### src/rtl/seg_scan_decoder.sv
`default_nettype none
// ============================================================================
// Module   : seg_scan_decoder
// Purpose  : Receiver for an 8-digit multiplexed seven-segment scan bus.
//            Each scanned digit is debounced, its active-low segment pattern
//            is decoded back to a hex nibble, and the 8 nibbles are assembled
//            into a 32-bit word published with a one-cycle frame_valid pulse.
// Revision : 1.0 - initial release
// ----------------------------------------------------------------------------
// Parameters
//   STABLE_CYCLES  : consecutive samples sel/seg must hold before a digit is
//                    accepted (2..255)
//   TIMEOUT_CYCLES : cycles without an accepted digit before a partial frame
//                    is discarded (16..2^20-1)
// Ports
//   clk         in   1   system clock
//   rst         in   1   asynchronous, active-low reset
//   seg_in      in   8   observed segments, active-low, bit0=a..bit6=g, bit7=dp
//   sel_in      in   8   observed digit select, active-low one-hot
//   value_out   out  32  last error-free frame, digit i -> value_out[4i+3:4i]
//   frame_valid out  1   pulse: value_out just updated
//   frame_err   out  1   pulse: completed frame held an undecodable digit
//   timeout     out  1   pulse: partial frame discarded
//   dp_out      out  8   decimal-point bit per digit
// Build option
//   SEG_DP_CAPTURE_EN : when defined, seg[7] is captured per digit and
//                       published on dp_out; otherwise dp_out is 0 and seg[7]
//                       is ignored entirely.
// ============================================================================
module seg_scan_decoder #(
  parameter int STABLE_CYCLES  = 4,
  parameter int TIMEOUT_CYCLES = 65535
) (
  input  logic        clk,
  input  logic        rst,
  input  logic [7:0]  seg_in,
  input  logic [7:0]  sel_in,
  output logic [31:0] value_out,
  output logic        frame_valid,
  output logic        frame_err,
  output logic        timeout,
  output logic [7:0]  dp_out
);

  typedef enum logic [1:0] {
    IDLE    = 2'd0,
    SETTLE  = 2'd1,
    LATCHED = 2'd2
  } state_t;

`ifdef SEG_DP_CAPTURE_EN
  localparam logic [7:0] SEG_CMP_MASK = 8'hFF;
`else
  // dp bit excluded so a flickering decimal point cannot stall acceptance
  localparam logic [7:0] SEG_CMP_MASK = 8'h7F;
`endif
  localparam logic [7:0]  STAB_LAST = 8'(STABLE_CYCLES - 1);
  localparam logic [7:0]  STAB_MAX  = 8'(STABLE_CYCLES);
  localparam logic [19:0] TO_LAST   = 20'(TIMEOUT_CYCLES - 1);

  state_t      state, state_next;
  logic [7:0]  sel_r, seg_r;
  logic [7:0]  cand_sel, cand_seg;
  logic [7:0]  stab_cnt, stab_next;
  logic        load_cand, accept;
  logic [7:0]  sel_low;
  logic        sel_valid;
  logic [2:0]  sel_idx;
  logic        in_changed;
  logic [3:0]  dec_nib;
  logic        dec_ok;
  logic [31:0] shadow;
  logic [7:0]  mask;
  logic        err_flag;
  logic [19:0] to_cnt;
  logic        complete;

  // One-cycle input register; everything downstream uses only these copies.
  always_ff @(posedge clk or negedge rst) begin
    if (!rst) begin
      sel_r <= 8'hFF;
      seg_r <= 8'hFF;
    end else begin
      sel_r <= sel_in;
      seg_r <= seg_in;
    end
  end

  // Exactly one low select bit is a valid selection; x & (x-1) clears the
  // lowest set bit, so a zero result means at most one bit was set.
  always_comb begin
    sel_low   = ~sel_r;
    sel_valid = (sel_low != 8'h00) && ((sel_low & (sel_low - 8'd1)) == 8'h00);
    sel_idx   = 3'd0;
    for (int i = 0; i < 8; i++) begin
      if (sel_low[i]) sel_idx = 3'(i);
    end
  end

  // Active-low hex segment table.
  always_comb begin
    dec_ok  = 1'b1;
    dec_nib = 4'h0;
    case (seg_r[6:0])
      7'h40: dec_nib = 4'h0;
      7'h79: dec_nib = 4'h1;
      7'h24: dec_nib = 4'h2;
      7'h30: dec_nib = 4'h3;
      7'h19: dec_nib = 4'h4;
      7'h12: dec_nib = 4'h5;
      7'h02: dec_nib = 4'h6;
      7'h78: dec_nib = 4'h7;
      7'h00: dec_nib = 4'h8;
      7'h10: dec_nib = 4'h9;
      7'h08: dec_nib = 4'hA;
      7'h03: dec_nib = 4'hB;
      7'h46: dec_nib = 4'hC;
      7'h21: dec_nib = 4'hD;
      7'h06: dec_nib = 4'hE;
      7'h0E: dec_nib = 4'hF;
      default: dec_ok = 1'b0;
    endcase
  end

  // Candidate registers hold the sample being debounced, so comparing the
  // current sample against them is the same as comparing to last cycle.
  always_comb begin
    in_changed = (sel_r != cand_sel) || (((seg_r ^ cand_seg) & SEG_CMP_MASK) != 8'h00);
    state_next = state;
    stab_next  = stab_cnt;
    load_cand  = 1'b0;
    accept     = 1'b0;
    case (state)
      IDLE: begin
        if (sel_valid) begin
          state_next = SETTLE;
          stab_next  = 8'd1;
          load_cand  = 1'b1;
        end
      end
      SETTLE, LATCHED: begin
        if (in_changed) begin
          load_cand  = 1'b1;
          state_next = sel_valid ? SETTLE : IDLE;
          stab_next  = sel_valid ? 8'd1 : 8'd0;
        end else if (state == SETTLE) begin
          if (stab_cnt == STAB_LAST) begin
            accept     = 1'b1;
            state_next = LATCHED;
            stab_next  = STAB_MAX;
          end else begin
            stab_next = stab_cnt + 8'd1;
          end
        end
      end
      default: begin
        state_next = IDLE;
        stab_next  = 8'd0;
      end
    endcase
  end

  always_ff @(posedge clk or negedge rst) begin
    if (!rst) begin
      state    <= IDLE;
      stab_cnt <= 8'd0;
      cand_sel <= 8'hFF;
      cand_seg <= 8'hFF;
    end else begin
      state    <= state_next;
      stab_cnt <= stab_next;
      if (load_cand) begin
        cand_sel <= sel_r;
        cand_seg <= seg_r;
      end
    end
  end

  // Completion is evaluated the cycle after the mask fills; an accept can
  // never coincide with it because the FSM sits in LATCHED/SETTLE then.
  assign complete = !accept && (mask == 8'hFF);

  always_ff @(posedge clk or negedge rst) begin
    if (!rst) begin
      shadow      <= 32'h0;
      mask        <= 8'h00;
      err_flag    <= 1'b0;
      to_cnt      <= 20'd0;
      value_out   <= 32'h0;
      frame_valid <= 1'b0;
      frame_err   <= 1'b0;
      timeout     <= 1'b0;
    end else begin
      frame_valid <= 1'b0;
      frame_err   <= 1'b0;
      timeout     <= 1'b0;
      if (accept) begin
        // Accept takes priority over a timeout landing in the same cycle.
        mask                       <= mask | (8'd1 << sel_idx);
        shadow[{sel_idx, 2'b00} +: 4] <= dec_ok ? dec_nib : 4'h0;
        if (!dec_ok) err_flag <= 1'b1;
        to_cnt <= 20'd0;
      end else if (complete) begin
        if (err_flag) begin
          frame_err <= 1'b1;
        end else begin
          value_out   <= shadow;
          frame_valid <= 1'b1;
        end
        mask     <= 8'h00;
        err_flag <= 1'b0;
        to_cnt   <= 20'd0;
      end else if (mask != 8'h00) begin
        if (to_cnt == TO_LAST) begin
          mask     <= 8'h00;
          err_flag <= 1'b0;
          to_cnt   <= 20'd0;
          timeout  <= 1'b1;
        end else begin
          to_cnt <= to_cnt + 20'd1;
        end
      end
    end
  end

`ifdef SEG_DP_CAPTURE_EN
  logic [7:0] shadow_dp;

  always_ff @(posedge clk or negedge rst) begin
    if (!rst) begin
      shadow_dp <= 8'h00;
      dp_out    <= 8'h00;
    end else begin
      if (accept) shadow_dp[sel_idx] <= ~seg_r[7];
      if (complete && !err_flag) dp_out <= shadow_dp;
    end
  end
`else
  assign dp_out = 8'h00;
`endif

endmodule
`default_nettype wire

### config.mk
export PLATFORM = sky130hd
export DESIGN_NAME = seg_scan_decoder
export DESIGN_NICKNAME = d
export VERILOG_FILES = /design/src/rtl/seg_scan_decoder.sv
export SDC_FILE = /design/constraint.sdc
export NUM_CORES = 1
export LEC_CHECK = 0
export ABC_AREA = 1
export ABC_CLOCK_PERIOD_IN_PS = 6800
export CAP_MARGIN = 20
export CORE_MARGIN = 4
export CORE_UTILIZATION = 55
export CTS_BUF_LIST = sky130_fd_sc_hd__clkbuf_2 sky130_fd_sc_hd__clkbuf_4 sky130_fd_sc_hd__clkbuf_8
export DETAILED_ROUTE_END_ITERATION = 12
export PLACE_DENSITY = 0.76
export SLEW_MARGIN = 10
export SYNTH_ARGS = -nofsm -noshare
export SYNTH_HDL_FRONTEND = slang
export SYNTH_SLANG_ARGS = --single-unit
### constraint.sdc
create_clock -name clk -period 6.8 [get_ports clk]
set_clock_uncertainty 0.2 [all_clocks]
set_input_delay 2.04 -clock clk [delete_from_list [all_inputs] [get_ports clk]]
set_output_delay 2.04 -clock clk [all_outputs]
set_load 0.005 [all_outputs]
==> reports/metrics.cfg <==
[critical_path]
cpPeakStageDelay_ps = 520
critPathArrivalTime_ps = 1370
critPathTopFamily = buffers and inverters
r2r_cells = 14
r2r_start = sel_r[2]$_DFF_PN1_
critPathKind = flop to primary output
cp-end-kind = primary output
crit_fanout = 2
path_buf_inv = 1
path_cells = clkdlybuf4s50_1
r2r_end = shadow[12]$_DFFE_PN0P_
rrSetupSlack_ps = 3220
crit_required_ps = 4560
slowest_stage = clkdlybuf4s50_1
critPathLaunchType = flop

[die]
io-pin-count = 61
coreArea_mm2 = 0.01272
die_area_mm2 = 0.01496
fp.dieW_um = 122.3
fp.dieH_um = 122.3
initial_core_util_pct = 56.51
rows = 41

[cells_and_area]
area_delta_synth_final_pct = 13.51
final_common_cell = nand2_1
drive_gt1_share_pct = 9.798
fill_cells = 1162
layout_common_cells = nand2_1 (331), dfrtp_1 (106), inv_1 (91)
seq_area_mm2 = 0.003441
final_nets = 1007
multiInputGateArea_mm2 = 0.003217
antenna_cells = 0

[clock_network]
htreeDepth = 4
hold_buffers = 0
numCtsBuffers = 17
cts_resized = 0
clkLatencyLatePin_ps = 450
clkSlewWorstSetupHoldPaths_ps = 80
clkSinkCount = 136
cts_buffer_depth = 2
cts_tree = built
cts_setup_buffers = 0
clockRootBuffer = clkbuf_8

[worst_hold_path]
holdPathEnd = cand_seg[6]$_DFFE_PN1P_
hold_class = flop to flop
min_from = cand_seg[6]$_DFFE_PN1P_
hold_path_depth = 2

[timing]
relSlewSlack_pct = 38.64
fin_hold_ws_ps = 273.0
max_freq_mhz = 277.3
setup_viol = 0
worst_slew_pin_slew_ps = 919.4
timing.final.crit_share_pct = 53.03
hold_violations = 0
slew_viol_final = 0
rsz0062_at_grt = no
period_minus_slack_ps = 3606
tns_ps = 0

[outcome]
outcome = completed

[synthesis]
avgSynthCellArea_um2 = 7.731
synthDistinctLibCells = 36
synth-seq-cells = 136
syn-instance-count = 930
yosys.area.top_type = dfrtp_1
async_flop_share_pct = 100.0
synth.cell_area_mm2 = 0.007189
synth_top_flop_cell = dfrtp_1
ys.warnings.count = 0
yosysSeqAreaShare_pct = 47.86
synth_edf_count = 0
synth_top_area_share_pct = 36.90
synthTopCellsByArea = dfrtp_1 (37%), nand2_1 (17%), dfstp_2 (11%), nand3_1 (5.1%), inv_1 (4.8%)

[power_and_ir_drop]
seq_power_share_pct = 49.9
p_sw_mw = 0.5703
peakVddDrop_v = 0.0002077
p_leak_nw = 4.095
swShare_pct = 30.10
internal-power_mw = 1.324
p_clk_share_pct = 35.0
pwr-share-comb_pct = 15.1
powerDensity_mw_per_mm2 = 232.2

[grt]
grt_start_max_net_pins = 73
grt_first_pass_wirelength_um = 25830
grt_pass1_vias = 5608
overflow = 0
antenna_found_initial = 0
grt_use_total_pct = 21.45

[drt]
drc = 0
routed_wl_um = 15020
antenna_left = 0
drt_pass1_iterations = 5
routed_via_density = 5.095
drt-initial-drc-count = 415
num_vias = 5920
avgRoutedWirePerCell_um = 12.93

[placed_design]
gp_congestion = 0.8910
io_buffer_count = 51
dpl.hpwl_um = 10700

[flow_run]
cap_violations = 0

## power by group through the flow
stage / combinational [mW] / clock [mW] / sequential (mW)
global placement: 0.282 / 0 / 0.957
CTS: 0.291 / 0.676 / 0.945
floorplan: 0.240 / 0 / 0.947
global route: 0.336 / 0.718 / 0.954
finish: 0.287 / 0.662 / 0.945
detailed placement: 0.290 / 0 / 0.959
## synth_stat cells, drive strengths merged (13+ instances only)
| master | n |
|---|---|
| a21oi | 13 |
| buf | 22 |
| dfrtp | 106 |
| dfstp | 30 |
| inv | 97 |
| nand2 | 337 |
| nand3 | 79 |
| nand4 | 36 |
| nor2 | 86 |
| nor3 | 21 |
| o21ai | 50 |
| xor2 | 14 |
## tightest hold or removal path: cells and delay by family, from the launching register on
family           cells  cell delay, ps
flip-flops           1             380
AND/OR/NAND/NOR      2             100
## final cells by class
cell class / instances / share of cell area, %
clock buffers: 21 / 3.542
clock inverters: 11 / 1.365
inverters: 98 / 4.508
multi-input cells: 672 / 39.42
flip-flops and latches: 136 / 42.16
well taps: 172 / 2.637
repair buffers: 52 / 6.363
## metal layers
layer | vias up | track usage, % | share of wire (%)
li1 | 3046 | - | -
met1 | 2721 | 29.48 | 47
met2 | 129 | 33.70 | 47
met3 | 24 | 3.871 | 4.4
met4 | 0 | 8.957 | 1.8
met5 | - | 0 | 0
## flip-flops by register name, summed over array words and instances (netlist names), 2 cells and up
name / flops
cand_seg: 7
cand_sel: 8
mask: 8
seg_r: 7
sel_r: 8
shadow: 32
stab_cnt: 8
state: 2
to_cnt: 20
value_out: 32
## logic make-up after synthesis
logic type	share of synthesized area [%]
AND/OR/NAND/NOR	34.79
flip-flops	47.86
buffers and inverters	7.762
AO/OA/AOI/OAI	5.256
XOR/XNOR	2.193
adder cells (fa/ha/maj)	2.088
other	0.05216
## worst max path at each step
stage,startpoint,to,slack (ps),cells past startpoint
6_report,value_out[8]$_DFFE_PN0P_,value_out[8],3190,1
5_1_grt,stab_cnt[0]$_DFFE_PN0P_,value_out[8]$_DFFE_PN0P_,2850,10
4_1_cts,value_out[8]$_DFFE_PN0P_,value_out[8],3150,1
3_5_place_dp,rst,stab_cnt[0]$_DFFE_PN0P_,3170,2
3_3_place_gp,rst,stab_cnt[2]$_DFFE_PN0P_,3180,2
2_1_floorplan,sel_r[2]$_DFF_PN1_,shadow[10]$_DFFE_PN0P_,4050,15
## per-stage QoR
step	cells	total power [mW]	instance area, um^2	setup slack (ps)	utilization [%]
floorplan	937	1.188	7216	4049	-
global placement	1130	1.239	7760	3177	61.00
detailed placement	1130	1.249	7760	3172	61.00
CTS	1162	1.913	8160	3149	64.14
global route	1162	2.008	8160	2854	64.14
finish	1162	1.895	8160	3194	64.14
(Power assumes the default switching activity.)
==> edit: new RTL, config.mk and constraints unchanged <==
Compare `to_cnt` against `TO_LAST` with >= in place of ==.
--- a/src/rtl/seg_scan_decoder.sv
+++ b/src/rtl/seg_scan_decoder.sv
@@ -212,5 +212,5 @@
         to_cnt   <= 20'd0;
       end else if (mask != 8'h00) begin
-        if (to_cnt == TO_LAST) begin
+        if (to_cnt >= TO_LAST) begin
           mask     <= 8'h00;
           err_flag <= 1'b0;
Check against the original RTL: same outputs for any inputs over 4 cycles, from zero or initial values and one cycle with rst low; that may be too few to reach the edited logic, so the function may still have changed.
==> edit against the unedited design <==
- sequential share of layout area rose by 0.97 points
- worst setup slack better by 0.048 ns
- power is 1.9% lower
- design area shrank 2.2%
- routed wire length shrank 2.2%
- clock power shrank 2%
- sequential cell count unchanged
- utilization decreased by 0.67 points
- synthesized area shrank 2.3%
- critical endpoint is now value_out[22]
==> edit: results (changes against the unedited design) <==
Hold Crit Start = cand_seg[3]
crit path from = value_out[22]
main flop type after synthesis = dfrtp_1
WL/cell = 13.13 um (+1.6%)
vias in the first global route = 5551 (-1.0%)
number of diodes = 0 (unchanged)
gr usage total = 21.56% (+0.11 points)
1st-iter DRT viols = 376 (-9.4%)
Startpoint Class = register
Vias/cell = 5.254 (+3.1%)
clock latency on the worst-skew pair = 0.45 ns (about the same)
post-synthesis sequential area ratio = 48.98% (+1.1 points)
placed inst area = 7591 um2 (-2.2%)
largest cells by area after synthesis = dfrtp_1 (38%), nand2_1 (14%), dfstp_2 (11%)
critical-path maximum fanout = 2 (unchanged)
fill count = 1113 (-4.2%)
most frequent cells after synthesis = nand2_1 (271), dfrtp_1 (106), inv_1 (89)
initial antenna violation count = 0 (unchanged)
first-pass GRT wire length = 25460 um (-1.4%)
H-tree Lvls = 4 (unchanged)
clk buf depth = 2 (unchanged)
layout cells sized above 1 = 9.081% (-0.72 points)
Worst Hold Class = reg -> reg
FF-to-FF Start = sel_r[2]
post-synth cell types = 35 (-2.8%)
IO buf count = 51 (unchanged)
Reg clk slew, reported paths = 0.08 ns (about the same)
nets = 966 (-4.1%)
IR Drop Worst-Case VDD = 0.0002034 V (-2.1%)
pin count of the biggest net entering global routing = 58 (-21%)
status = finished clean
Crit path largest cell delay = 0.51 ns
Worst path top cell family by delay = buffers and inverters
relative max-transition margin = 41.68% (+3.0 points)
commonest non-fill, non-tap cell in the layout = nand2_1
CTS tree = done
DR pass1 iterations = 5 (unchanged)
asr flop ratio synth = 100.0% (unchanged)
DP Wirelength = 10220 um (-4.4%)
setup bufs post-CTS = 0 (unchanged)
WP data arrival = 1.32 ns (-0.05 ns)
biggest regs = shadow: 32 flops, value_out: 32 flops, to_cnt: 20 flops
root buffer cell = clkbuf_8
Final Wtd Congestion = 0.8777 (-1.5%)
Critical Path Slowest Stage Cell = clkdlybuf4s50_1
worst slack, placed = 3.316 ns (+0.1440 ns)
leakage power = 0.003955 uW (-3.4%)
number of enable flip-flop cells after synthesis = 0 (unchanged)
PostCTS Resize Cnt = 0 (unchanged)
Ys Warns = 0 (unchanged)
total CTS buffers = 17 (unchanged)
==> edit: cell count changes after synthesis, sizes merged, moves of 5 or more <==
cell and change:
nand4 +30, nand2 -63, o22ai -5, nand3 -37, o21ai +30
==> edit: power by group <==
part	internal (uW)	total (uW)	switching, uW
combinational	84.2	262	178
sequential	900	945	45.4
clock	341	651	310
==> edit: final timing paths <==
path / end / slack [ns] / cells past startpoint
min in group asynchronous: value_out[18] / 1.44 / 1
hold reg to reg: cand_seg[3] / 0.27 / 2
max in group asynchronous: mask[7] / 3.88 / 2
setup / recovery: value_out[22] / 3.24 / 1
setup reg to reg: shadow[9] / 3.28 / 13
hold / removal: cand_seg[3] / 0.27 / 2
==> edit: kinds of logic after synthesis <==
kind of cell    Yosys count  share of synthesized area [%]
compound gates           97                          7.000
other cells               1                        0.05339
flops                   136                          48.98
fa+ha+maj                12                          2.137
buf+inv                 132                          8.336
simple gates            495                          31.24
xor+xnor                 18                          2.244
==> edit: per-layer routing <==
layer / part of all wire (%) / vias to the layer above / GRT usage (%)
li1: - / 2963 / -
met1: 48 / 2758 / 29.48
met2: 46 / 133 / 33.69
met3: 4.5 / 25 / 4.988
met4: 1.8 / 0 / 7.932
met5: 0 / - / 0
==> edit: layout make-up <==
cell class	instances	area [um2]	share of cell area, %
clock buffer	19	261.5	3.278
timing repair buffer	56	553.0	6.932
tap	172	215.2	2.698
sequential	136	3441	43.13
inverter	95	357.8	4.486
multi-input combinational	630	3024	37.91
clock inverter	11	125.1	1.568
==> edit: metrics by stage <==
stage	util [%]	cells
global placement	60.28	1088
detailed placement	60.40	1089
finish	63.47	1119
global route	63.47	1119
CTS	63.47	1119
floorplan	-	898
